**config.mk**
```make
export PLATFORM = sky130hd
export DESIGN_NAME = udp_tx_hdr_gen
export DESIGN_NICKNAME = d
export VERILOG_FILES = /design/src/rtl/udp_tx_hdr_gen.sv
export SDC_FILE = /design/constraint.sdc
export NUM_CORES = 1
export LEC_CHECK = 0
export CAP_MARGIN = 20
export CORE_MARGIN = 2
export CORE_UTILIZATION = 35
export CTS_CLUSTER_DIAMETER = 80
export CTS_CLUSTER_SIZE = 14
export DETAILED_ROUTE_END_ITERATION = 10
export PLACE_DENSITY = 0.78
export REMOVE_ABC_BUFFERS = 1
export SLEW_MARGIN = 30
export SYNTH_ARGS = -nofsm -noshare
export SYNTH_HDL_FRONTEND = slang
export SYNTH_SLANG_ARGS = --single-unit
export TNS_END_PERCENT = 50
```
**constraint.sdc**
```tcl
create_clock -name i_clk -period 1.67 [get_ports i_clk]
set_input_delay 0.167 -clock i_clk [delete_from_list [all_inputs] [get_ports i_clk]]
set_output_delay 0.167 -clock i_clk [all_outputs]
set_load 0.01 [all_outputs]
```
**src/rtl/udp_tx_hdr_gen.sv**
```systemverilog
// udp_tx_hdr_gen: UDP transmit front end.
// - Forwards the payload AXI-Stream to the tx FIFO write port with no added latency.
// - Counts the payload bytes and builds the UDP checksum over the pseudo-header,
//   the UDP header and the payload.
// - Once per packet, presents UDP length, IP total length and checksum on a
//   valid/ready header interface.
// Optional feature macro: UDP_CHECKSUM_EN. When it is undefined, no accumulator
// is built and the checksum output is 0x0000 (IPv4 "no checksum"). The FSM and
// its timing are the same in both builds.
module udp_tx_hdr_gen #(
  parameter int AXI_DATA_WIDTH = 8,     // only 8 is supported
  parameter int MAX_PAYLOAD    = 1472
) (
  input  logic                      i_clk,
  input  logic                      i_reset,
  input  logic [AXI_DATA_WIDTH-1:0] s_axis_tdata,
  input  logic                      s_axis_tvalid,
  input  logic                      s_axis_tlast,
  output logic                      s_axis_trdy,
  output logic [AXI_DATA_WIDTH-1:0] m_tx_axis_tdata,
  output logic                      m_tx_axis_tvalid,
  output logic                      m_tx_axis_tlast,
  input  logic                      m_tx_axis_trdy,
  input  logic [31:0]               i_src_ip,
  input  logic [31:0]               i_dst_ip,
  input  logic [15:0]               i_src_port,
  input  logic [15:0]               i_dst_port,
  output logic                      m_hdr_tvalid,
  output logic [15:0]               m_udp_hdr_length,
  output logic [15:0]               m_udp_hdr_checksum,
  output logic [15:0]               m_ip_hdr_length,
  input  logic                      s_hdr_trdy,
  output logic                      o_oversize
);

  typedef enum logic [2:0] {
    S_IDLE,
    S_STREAM,
    S_FINAL,
    S_FOLD1,
    S_FOLD2,
    S_HDR
  } state_e;

  localparam logic [31:0] MAX_BYTES = MAX_PAYLOAD;

  state_e      state_q, state_d;
  logic [15:0] count_q, count_d;
  logic        hdr_valid_q, hdr_valid_d;
  logic [15:0] udp_len_q, udp_len_d;
  logic [15:0] ip_len_q, ip_len_d;
  logic [15:0] csum_q, csum_d;

  logic        in_open;
  logic        in_hs;
  logic        hdr_hs;
  logic [15:0] udp_len;
  logic [15:0] ip_len;
  logic [15:0] csum_final;

  // The payload path is open only in IDLE/STREAM. It is also held shut while
  // reset is applied, so no beat can be handed to the FIFO during reset.
  assign in_open          = ~i_reset && ((state_q == S_IDLE) || (state_q == S_STREAM));
  assign s_axis_trdy      = m_tx_axis_trdy & in_open;
  assign m_tx_axis_tvalid = s_axis_tvalid & in_open;
  assign m_tx_axis_tdata  = s_axis_tdata;
  assign m_tx_axis_tlast  = s_axis_tlast;

  assign in_hs  = s_axis_tvalid & s_axis_trdy;
  assign hdr_hs = hdr_valid_q & s_hdr_trdy;

  assign udp_len = count_q + 16'd8;
  assign ip_len  = count_q + 16'd28;

  assign o_oversize = (state_q == S_FINAL) && ({16'h0000, count_q} > MAX_BYTES);

  assign m_hdr_tvalid       = hdr_valid_q;
  assign m_udp_hdr_length   = udp_len_q;
  assign m_ip_hdr_length    = ip_len_q;
  assign m_udp_hdr_checksum = csum_q;

  // Next-state logic: stream the payload, then run the fixed 3-cycle finish and hold the header.
  always_comb begin
    // NOTE: every combinational output gets a default first, so no path can infer a latch.
    state_d = state_q;
    case (state_q)
      S_IDLE:   if (in_hs) state_d = s_axis_tlast ? S_FINAL : S_STREAM;
      S_STREAM: if (in_hs && s_axis_tlast) state_d = S_FINAL;
      S_FINAL:  state_d = S_FOLD1;
      S_FOLD1:  state_d = S_FOLD2;
      S_FOLD2:  state_d = S_HDR;
      S_HDR:    if (hdr_hs) state_d = S_IDLE;
      default:  state_d = S_IDLE;
    endcase
  end

  // Payload byte counter: cleared on the way back to IDLE and saturating at 0xFFFF.
  always_comb begin
    count_d = count_q;
    if (hdr_hs) begin
      count_d = '0;
    end else if (in_hs && (count_q != 16'hFFFF)) begin
      count_d = count_q + 16'd1;
    end
  end

  // Header outputs: loaded on the first HDR cycle and held until the consumer accepts them.
  always_comb begin
    hdr_valid_d = hdr_valid_q;
    udp_len_d   = udp_len_q;
    ip_len_d    = ip_len_q;
    csum_d      = csum_q;
    if ((state_q == S_HDR) && !hdr_valid_q) begin
      hdr_valid_d = 1'b1;
      udp_len_d   = udp_len;
      ip_len_d    = ip_len;
      csum_d      = csum_final;
    end else if (hdr_hs) begin
      hdr_valid_d = 1'b0;
    end
  end

  // Control and header registers.
  always_ff @(posedge i_clk or posedge i_reset) begin
    if (i_reset) begin
      state_q     <= S_IDLE;
      count_q     <= '0;
      hdr_valid_q <= 1'b0;
      udp_len_q   <= '0;
      ip_len_q    <= '0;
      csum_q      <= '0;
    end else begin
      // NOTE: sequential state uses non-blocking assignments, so every register
      // samples the values from before the clock edge.
      state_q     <= state_d;
      count_q     <= count_d;
      hdr_valid_q <= hdr_valid_d;
      udp_len_q   <= udp_len_d;
      ip_len_q    <= ip_len_d;
      csum_q      <= csum_d;
    end
  end

`ifdef UDP_CHECKSUM_EN
  logic [31:0]               sum_q, sum_d;
  logic                      odd_q, odd_d;        // a high byte is waiting for its partner
  logic [AXI_DATA_WIDTH-1:0] hi_q, hi_d;
  logic [31:0]               src_ip_q, src_ip_d;
  logic [31:0]               dst_ip_q, dst_ip_d;
  logic [15:0]               src_port_q, src_port_d;
  logic [15:0]               dst_port_q, dst_port_d;
  logic [31:0]               final_add;
  logic [15:0]               sum_inv;

  // Words added in FINAL: the pseudo-header, the UDP header (checksum field = 0)
  // and the zero-padded trailing byte of an odd-length payload.
  assign final_add = {16'h0000, src_ip_q[31:16]} + {16'h0000, src_ip_q[15:0]}
                   + {16'h0000, dst_ip_q[31:16]} + {16'h0000, dst_ip_q[15:0]}
                   + 32'h0000_0011
                   + {16'h0000, udp_len} + {16'h0000, udp_len}
                   + {16'h0000, src_port_q} + {16'h0000, dst_port_q}
                   + (odd_q ? {16'h0000, hi_q, {AXI_DATA_WIDTH{1'b0}}} : 32'h0);

  assign sum_inv    = ~sum_q[15:0];
  assign csum_final = (sum_inv == 16'h0000) ? 16'hFFFF : sum_inv;

  // Checksum accumulator: pairs bytes big-endian, adds the headers, then folds twice.
  always_comb begin
    sum_d      = sum_q;
    odd_d      = odd_q;
    hi_d       = hi_q;
    src_ip_d   = src_ip_q;
    dst_ip_d   = dst_ip_q;
    src_port_d = src_port_q;
    dst_port_d = dst_port_q;
    case (state_q)
      S_IDLE, S_STREAM: begin
        if (in_hs) begin
          if (odd_q) begin
            sum_d = sum_q + {16'h0000, hi_q, s_axis_tdata};
            odd_d = 1'b0;
          end else begin
            hi_d  = s_axis_tdata;
            odd_d = 1'b1;
          end
          if (state_q == S_IDLE) begin
            src_ip_d   = i_src_ip;
            dst_ip_d   = i_dst_ip;
            src_port_d = i_src_port;
            dst_port_d = i_dst_port;
          end
        end
      end
      S_FINAL: sum_d = sum_q + final_add;
      S_FOLD1, S_FOLD2: sum_d = {16'h0000, sum_q[15:0]} + {16'h0000, sum_q[31:16]};
      S_HDR: begin
        if (hdr_hs) begin
          sum_d = '0;
          odd_d = 1'b0;
        end
      end
      default: ;
    endcase
  end

  // Checksum datapath registers.
  always_ff @(posedge i_clk or posedge i_reset) begin
    if (i_reset) begin
      sum_q      <= '0;
      odd_q      <= 1'b0;
      hi_q       <= '0;
      src_ip_q   <= '0;
      dst_ip_q   <= '0;
      src_port_q <= '0;
      dst_port_q <= '0;
    end else begin
      sum_q      <= sum_d;
      odd_q      <= odd_d;
      hi_q       <= hi_d;
      src_ip_q   <= src_ip_d;
      dst_ip_q   <= dst_ip_d;
      src_port_q <= src_port_d;
      dst_port_q <= dst_port_d;
    end
  end
`else
  // The address and port inputs only feed the checksum, so this build leaves them unused.
  logic unused_hdr_fields;
  assign unused_hdr_fields = ^{i_src_ip, i_dst_ip, i_src_port, i_dst_port};
  assign csum_final        = 16'h0000;
`endif

endmodule

```
==> results of run 1 <==
==> cells in the mapped netlist, drive strengths merged (10+ instances only) <==
library cell,number
a21oi,18
buf,41
clkbuf,10
dfrtp,50
nand2,43
nand3,15
nand4,11
nor2,11
o21ai,35
or4,10
xnor2,11
==> registers in the layout, indices dropped and copies added (netlist names) <==
register          cells
state_q               3
m_hdr_tvalid          1
m_udp_hdr_length     16
m_ip_hdr_length      14
count_q              16
==> power by group <==
part	internal, mW	switching, mW	total (mW)
clock network	0.639	0.422	1.06
logic	0.693	0.741	1.43
registers	1.37	0.111	1.49
total	2.71	1.27	3.98
==> stage by stage <==
stage	util (%)	hold WS [ns]	instance area (sq um)	std cells
floorplan	-	0.2743	2690	296
global placement	45.38	0.3341	3710	503
global route	50.95	0.3340	4165	524
CTS	49.27	0.3341	4028	519
detailed placement	45.38	0.3341	3710	503
finish	50.95	0.3340	4165	524
==> final cells by class <==
class | instances | area [sq um]
Sequential cell | 50 | 1252
Clock inverter | 2 | 60.06
Multi-Input combinational cell | 238 | 1600
Clock buffer | 6 | 82.58
Inverter | 8 | 30.03
Tap cell | 105 | 131.4
Fill cell | 780 | 4010
Timing Repair Buffer | 115 | 1008
==> metal layers <==
layer	part of all wire (%)	wire length, um
met5	0	0
met1	43	3475
met3	5.6	452
met2	48	3874
met4	3.2	254
==> repair_timing <==
item | 4_1_cts | 5_1_grt
endpoints found under the setup margin | 21 | 25
pin swaps | 19 | 6
setup buffers | 8 | 5
cloned | 1 | 0
resized for setup | 39 | 27
==> logic make-up (layout without fill, tap and decap cells) <==
kind of cell             Yosys count  in the layout  synth area share (%)
buffers and inverters             59            131                 11.78
adder cells (fa/ha/maj)            8              8                 3.391
AND/OR/NAND/NOR                  123            123                 22.51
AO/OA/AOI/OAI                     71             71                 13.82
other                              1             16                0.1271
XOR/XNOR                          19             19                 5.638
flip-flops                        50             50                 42.39
multiplexers                       1              1                0.3391
==> final timing paths <==
kind / start / to / cells past startpoint
worst max-delay path: state_q[1] / count_q[9] / 6
worst min-delay path: s_axis_tdata[0] / m_tx_axis_tdata[0] / 0
worst max register to register: state_q[1] / count_q[9] / 6
worst min register to register: m_udp_hdr_length[6] / m_udp_hdr_length[6] / 2
max in group asynchronous: i_reset / count_q[10] / 4
min in group asynchronous: i_reset / state_q[2] / 4
==> flow_metrics.tcl, run 1 <==
set metrics [dict create \
    final_common_cell "buf_4" \
    cts_hold_buf 0 \
    dp_hpwl_um 5604 \
    core_area_sq_mm 0.008175 \
    viasPerCell 5.137 \
    critPathBufInv 2 \
    root_buffer "clkbuf_8" \
    r2r_slack_ns -0.21 \
    timing.max_cap.violations 0 \
    fin_crit_ns 1.876 \
    path_max_fanout 4 \
    cts_tree "done" \
    clock_latency_ns 0.31 \
    yosysTopAreaCell "dfrtp_1" \
    antenna_found_initial 0 \
    pre_cts_ws_ns -0.2836 \
    required_ns 1.91 \
    p_leak_nw 1.746 \
    crit_chain "buf_6, nor3b_4, buf_4, nand4_1, or4_4, a21oi_2" \
    period_share_pct 112.3 \
    met1_usage_pct 23.46 \
    total_power_mw 3.982 \
    ios 171 \
    place_congestion 0.9074 \
    ir_worst_vdd_mv 0.6515 \
    cts_buffers 5 \
    seq_area_frac_synth_pct 42.39 \
    grt_pass1_vias 2657 \
    crit_family "simple AND/OR/NAND/NOR gates" \
    syn_to_final_growth_pct 41.12 \
    grt_use_total_pct 18.30 \
    die-area_sq_mm 0.009183 \
    slowest_stage "or4_4" \
    setup_violations 18 \
    gr-usage-met3_pct 3.759 \
    async_flop_share_pct 100.0 \
    rsz0062_at_grt "yes" \
    drtAntennaViolNets 0 \
    initial_core_util_pct 36.10 \
    fmax_mhz 533.1 \
    clockBufferDepth 2 \
    violations "negative setup slack" \
    num_antenna_cells 0 \
    powerDensity_mw_per_mm2 955.9 \
    rows 33 \
    start_kind "register" \
    cp-end-kind "register" \
    status "finished with violations" \
    synth_top_area_share_pct 42.39 \
    yosys_most_used_dff "dfrtp_1" \
    grt_pass1_wl_um 12920 \
    path_clk_slew_ns 0.09 \
    port_buffers 42 \
    synth_area_leaders "dfrtp_1, buf_4, o21ai_0" \
    hold_path.class "in2out" \
    ys_warn_count 0 \
    use_met2_pct 30.30 \
    fin_ws_ns -0.2058 \
    arrival_ns 2.12 \
    maxSlewViolCount 0 \
    hold_viol_final 0 \
    initialDrtViolationCount 243 \
    synth_cell_types 42 \
    drive_gt1_share_pct 28.88 \
    vias 2692 \
    tns_ns -1.301 \
    syn_avg_cell_area_sq_um 8.890 \
    drc 0 \
    syn_inst 332 \
    worstSetupPathType "reg2reg" \
    synth_edf_count 0 \
    grt-ovfl-total 0 \
    htreeDepth 2 \
    drtPass1Iterations 4 \
    final_cell_mix "buf_4, dfrtp_1, nand2_1" \
    fin_nets 536 \
    die_y_um 95.83 \
    grt_max_degree 51 \
    skew_ns 0.007227 \
    clkSinkCount 50 \
    slowest_delay_ns 0.58 \
    synth-seq-cells 50 \
    fp.dieW_um 95.83 \
    netlist_area_sq_mm 0.002952 \
    wl_um 8057 \
    wl_per_cell_um 15.38 \
    busiest_layer "met2" \
]
Note: power is estimated with default switching activity, not from simulation.
==> inputs of run 2 (changes only) <==
--- a/config.mk
+++ b/config.mk
@@ -13,6 +13,7 @@
 export DETAILED_ROUTE_END_ITERATION = 10
 export PLACE_DENSITY = 0.78
 export REMOVE_ABC_BUFFERS = 1
+export SKIP_CTS_REPAIR_TIMING = 1
 export SLEW_MARGIN = 30
 export SYNTH_ARGS = -nofsm -noshare
 export SYNTH_HDL_FRONTEND = slang
==> flow_metrics.tcl, run 2 (same netlist as run 1, synthesis figures left out) <==
set metrics [dict create \
    post-route-util_pct 50.61 \
    final_area_sq_mm 0.004138 \
    vias 2647 \
    setup_violations 17 \
    drtPass1Iterations 4 \
    grt_pass1_vias 2519 \
    powerDensity_mw_per_mm2 951.3 \
    cts_buffers 5 \
    place_congestion 0.9074 \
    rsz0062_at_grt "yes" \
    stdcell_count 521 \
    syn_to_final_growth_pct 40.19 \
    total_power_mw 3.936 \
    placed_area_sq_mm 0.003710 \
    grt_pass1_wl_um 12260 \
    die_y_um 95.83 \
    crit_family "simple AND/OR/NAND/NOR gates" \
    htreeDepth 2 \
    grt-ovfl-total 0 \
    status "finished with violations" \
    maxSlewViolCount 0 \
    antenna_found_initial 0 \
    clkSinkCount 50 \
    path_clk_slew_ns 0.10 \
    hp-start "s_axis_tdata[0]" \
    critPathBufInv 4 \
    num_antenna_cells 0 \
    grt_max_degree 51 \
    ir_worst_vdd_mv 0.6838 \
    wl_per_cell_um 15.62 \
    drtAntennaViolNets 0 \
    drc 0 \
    root_buffer "clkbuf_8" \
    slowest_delay_ns 0.52 \
    port_buffers 42 \
    path_max_fanout 10 \
    viasPerCell 5.081 \
    crit_chain "buf_4, nand4_2, buf_6, nor4_4, buf_4, buf_12, or4_4, a21oi_2" \
    arrival_ns 2.13 \
    fill_cells 777 \
    final_common_cell "buf_4" \
    dp_hpwl_um 5604 \
    initialDrtViolationCount 183 \
    fmax_mhz 532.1 \
    violations "negative setup slack" \
    ios 171 \
    final_cell_mix "buf_4, dfrtp_1, nand2_1" \
    rows 33 \
    wl_um 8137 \
    fin_nets 533 \
    cts_tree "done" \
    core_area_sq_mm 0.008175 \
    p_leak_nw 1.738 \
    fin_crit_ns 1.879 \
    period_share_pct 112.5 \
    critPathLaunch "count_q[8]" \
    slowest_stage "or4_4" \
    required_ns 1.92 \
    timing.max_cap.violations 0 \
    worstSetupPathType "reg2reg" \
    cp-end-kind "register" \
    drive_gt1_share_pct 28.85 \
    dp.cells 503 \
    hold_viol_final 0 \
    start_kind "register" \
    initial_core_util_pct 36.10 \
    die-area_sq_mm 0.009183 \
    crit_top_cell "buf_4" \
    hold_path.class "in2out" \
    fin_ws_ns -0.2093 \
    grt_use_total_pct 17.28 \
    clock_latency_ns 0.32 \
    skew_ns 0.007828 \
    fp.dieW_um 95.83 \
    r2r_start "count_q[8]" \
    clockBufferDepth 2 \
]
==> run 2: area by class of cell <==
type | count | area (sq um) | area share [%]
clock buffer | 6 | 82.58 | 1.996
multi-input combinational | 238 | 1590 | 38.43
clock inverter | 2 | 60.06 | 1.451
timing repair buffer | 112 | 989.7 | 23.92
tap | 105 | 131.4 | 3.175
inverter | 8 | 30.03 | 0.7257
sequential | 50 | 1254 | 30.30
==> run 2: power by group <==
part | switching (mW) | total (mW) | internal (mW)
Combinational | 0.717 | 1.38 | 0.659
Sequential | 0.113 | 1.49 | 1.38
Clock | 0.433 | 1.07 | 0.639
Total | 1.26 | 3.94 | 2.67
==> run 2: final timing paths <==
check | to | slack, ns | depth (start not counted)
max | count_q[9] | -0.21 | 8
min reg2reg | m_udp_hdr_length[6] | 0.49 | 2
min in group asynchronous | m_udp_hdr_length[15] | 0.36 | 4
min | m_tx_axis_tdata[0] | 0.33 | 0
max in group asynchronous | count_q[10] | 1.07 | 4
max reg2reg | count_q[9] | -0.21 | 8
==> run 2: worst register-to-register path, delay by kind of cell (launching register included) <==
| kind | cells | cell delay, ns |
|---|---|---|
| buffers and inverters | 4 | 0.60 |
| AO/OA/AOI/OAI | 1 | 0.14 |
| AND/OR/NAND/NOR | 3 | 0.67 |
| flip-flops | 1 | 0.40 |
==> run 2: per-stage QoR <==
stage | setup WS (ns) | setup TNS (ns) | hold slack, ns
CTS | -0.6584 | -3.486 | 0.3341
global placement | -0.2567 | -2.762 | 0.3341
global route | -0.2869 | -3.359 | 0.3340
finish | -0.2093 | -1.837 | 0.3340
detailed placement | -0.2836 | -3.673 | 0.3341
floorplan | -0.9360 | -17.25 | 0.2743
==> run 2: layer usage <==
metal,routed length (um),track usage [%]
met1,3674,22.86
met2,3851,27.91
met3,400,2.976
met4,210,7.262
met5,0,0
==> inputs of run 3 (changes only) <==
--- a/config.mk
+++ b/config.mk
@@ -5,9 +5,10 @@
 export SDC_FILE = /design/constraint.sdc
 export NUM_CORES = 1
 export LEC_CHECK = 0
+export ABC_AREA = 1
 export CAP_MARGIN = 20
 export CORE_MARGIN = 2
-export CORE_UTILIZATION = 35
+export CORE_UTILIZATION = 36
 export CTS_CLUSTER_DIAMETER = 80
 export CTS_CLUSTER_SIZE = 14
 export DETAILED_ROUTE_END_ITERATION = 10
==> flow_metrics.tcl, run 3 <==
set metrics [dict create \
    status "finished with violations" \
    violations "negative setup slack" \
    tightest_slew_ns 0.6512 \
    slowest_stage "dfrtp_1" \
    die-area_sq_mm 0.009432 \
    clock_latency_ns 0.31 \
    ios 171 \
    yosysTopAreaCell "dfrtp_1" \
    port_buffers 42 \
    p_leak_nw 1.872 \
    crit_chain "inv_2, ha_1, and3_4, o21ai_2, a21oi_1, nor2_1, buf_2" \
    htreeDepth 2 \
    synth_area_leaders "dfrtp_1, nand2_1, buf_4" \
    cts_buffers 5 \
    root_buffer "clkbuf_8" \
    fin_hold_ws_ns 0.3340 \
    antenna_found_initial 0 \
    synth.most_common_cell "nand2_1" \
    die_y_um 97.12 \
    drtAntennaViolNets 0 \
    fin_crit_ns 1.788 \
    hold_viol_final 0 \
    yosys_most_used_dff "dfrtp_1" \
    fin_ws_ns -0.1182 \
    worstSetupPathType "reg2out" \
    hp-start "s_axis_tdata[6]" \
    synth_edf_count 0 \
    dp_hpwl_um 5343 \
    fill_cells 825 \
    required_ns 1.50 \
    syn_avg_cell_area_sq_um 7.540 \
    grt_max_degree 51 \
    ir_worst_vdd_mv 0.7911 \
    placed_area_sq_mm 0.003686 \
    vias 2770 \
    clockBufferDepth 2 \
    core_area_sq_mm 0.008299 \
    min_path_cells 0 \
    grt_use_total_pct 15.72 \
    total_power_mw 3.593 \
    final_common_cell "nand2_1" \
    cts_tree "done" \
    timing.max_cap.violations 0 \
    fin_nets 589 \
    drive_gt1_share_pct 16.14 \
    syn_to_final_growth_pct 24.13 \
    grt_pass1_wl_um 12390 \
    seq_area_frac_synth_pct 40.08 \
    post-route-util_pct 46.69 \
    final_area_sq_mm 0.003875 \
    maxSlewViolCount 0 \
    num_antenna_cells 0 \
    netlist_area_sq_mm 0.003122 \
    hold_path.class "in2out" \
    async_flop_share_pct 100.0 \
    yosys-top-cells-count "nand2_1, dfrtp_1, inv_1" \
    place_congestion 0.9041 \
    rows 33 \
    wl_per_cell_um 13.01 \
    fp.dieW_um 97.12 \
    tns_ns -0.8495 \
    arrival_ns 1.62 \
    dp.cells 564 \
    path_max_fanout 2 \
    ys_warn_count 0 \
    wl_um 7492 \
    syn_inst 414 \
    powerDensity_mw_per_mm2 927.4 \
    clkSinkCount 50 \
    synth_cell_types 29 \
    rr_worst_depth 11 \
    stdcell_count 576 \
    fmax_mhz 559.2 \
    grt_pass1_vias 2695 \
    path_clk_slew_ns 0.09 \
    skew_ns 0.003515 \
    reg2reg_to "count_q[10]" \
    period_share_pct 107.1 \
    synth_top_area_share_pct 40.08 \
    synth-seq-cells 50 \
    setup_violations 16 \
    whs_endpoint "m_tx_axis_tdata[6]" \
    viasPerCell 4.809 \
    slew-limit-headroom_pct 56.58 \
    rsz0062_at_grt "yes" \
    drtPass1Iterations 4 \
    grt-ovfl-total 0 \
    r2r_start "count_q[2]" \
    slowest_delay_ns 0.38 \
    cp-end-kind "primary output" \
    drc 0 \
    initial_core_util_pct 37.61 \
    final_cell_mix "nand2_1, dfrtp_1, clkdlybuf4s50_1" \
    pre_cts_ws_ns -0.1873 \
    start_kind "register" \
    r2r_slack_ns -0.07 \
    initialDrtViolationCount 168 \
]
-- run 3: report_power, final --
group,internal [mW],switching (mW)
sequential,1.39,0.129
clock,0.288,0.410
combinational,0.613,0.761
-- run 3: worst max-delay path by stage --
stage,cells past startpoint,from,endpoint
2_1_floorplan,6,i_reset,count_q[5]
3_3_place_gp,7,count_q[3],o_oversize
3_5_place_dp,7,count_q[2],o_oversize
4_1_cts,7,count_q[3],o_oversize
5_1_grt,7,count_q[2],o_oversize
6_report,7,count_q[2],o_oversize
-- run 3: cell type report --
cell class,instances,area [sq um],share of cell area [%]
repair buffers,80,748.2,19.31
clock buffers,6,72.57,1.873
flip-flops and latches,50,1254,32.35
inverters,35,135.1,3.487
well taps,105,131.4,3.390
clock inverters,1,7.507,0.1937
multi-input cells,299,1526,39.39
-- run 3: kinds of logic after synthesis --
kind of cell,count (synthesis),share of synthesized area (%)
AND/OR/NAND/NOR,223,32.14
AO/OA/AOI/OAI,35,5.771
buffers and inverters,81,14.19
XOR/XNOR,16,4.489
flip-flops,50,40.08
other,1,0.1201
adder cells (fa/ha/maj),8,3.207
-- run 3: metal layers --
metal  global-route usage [%]  wire length, um
met1                    21.06             3339
met5                        0                0
met3                    2.590              439
met4                    4.550              143
met2                    26.28             3569
-- run 3: worst max-delay path: cells and delay by family (launching register included) --
family | cells | cell delay, ns
buf+inv | 2 | 0.19
fa+ha+maj | 1 | 0.19
simple gates | 2 | 0.32
compound gates | 2 | 0.22
flops | 1 | 0.38
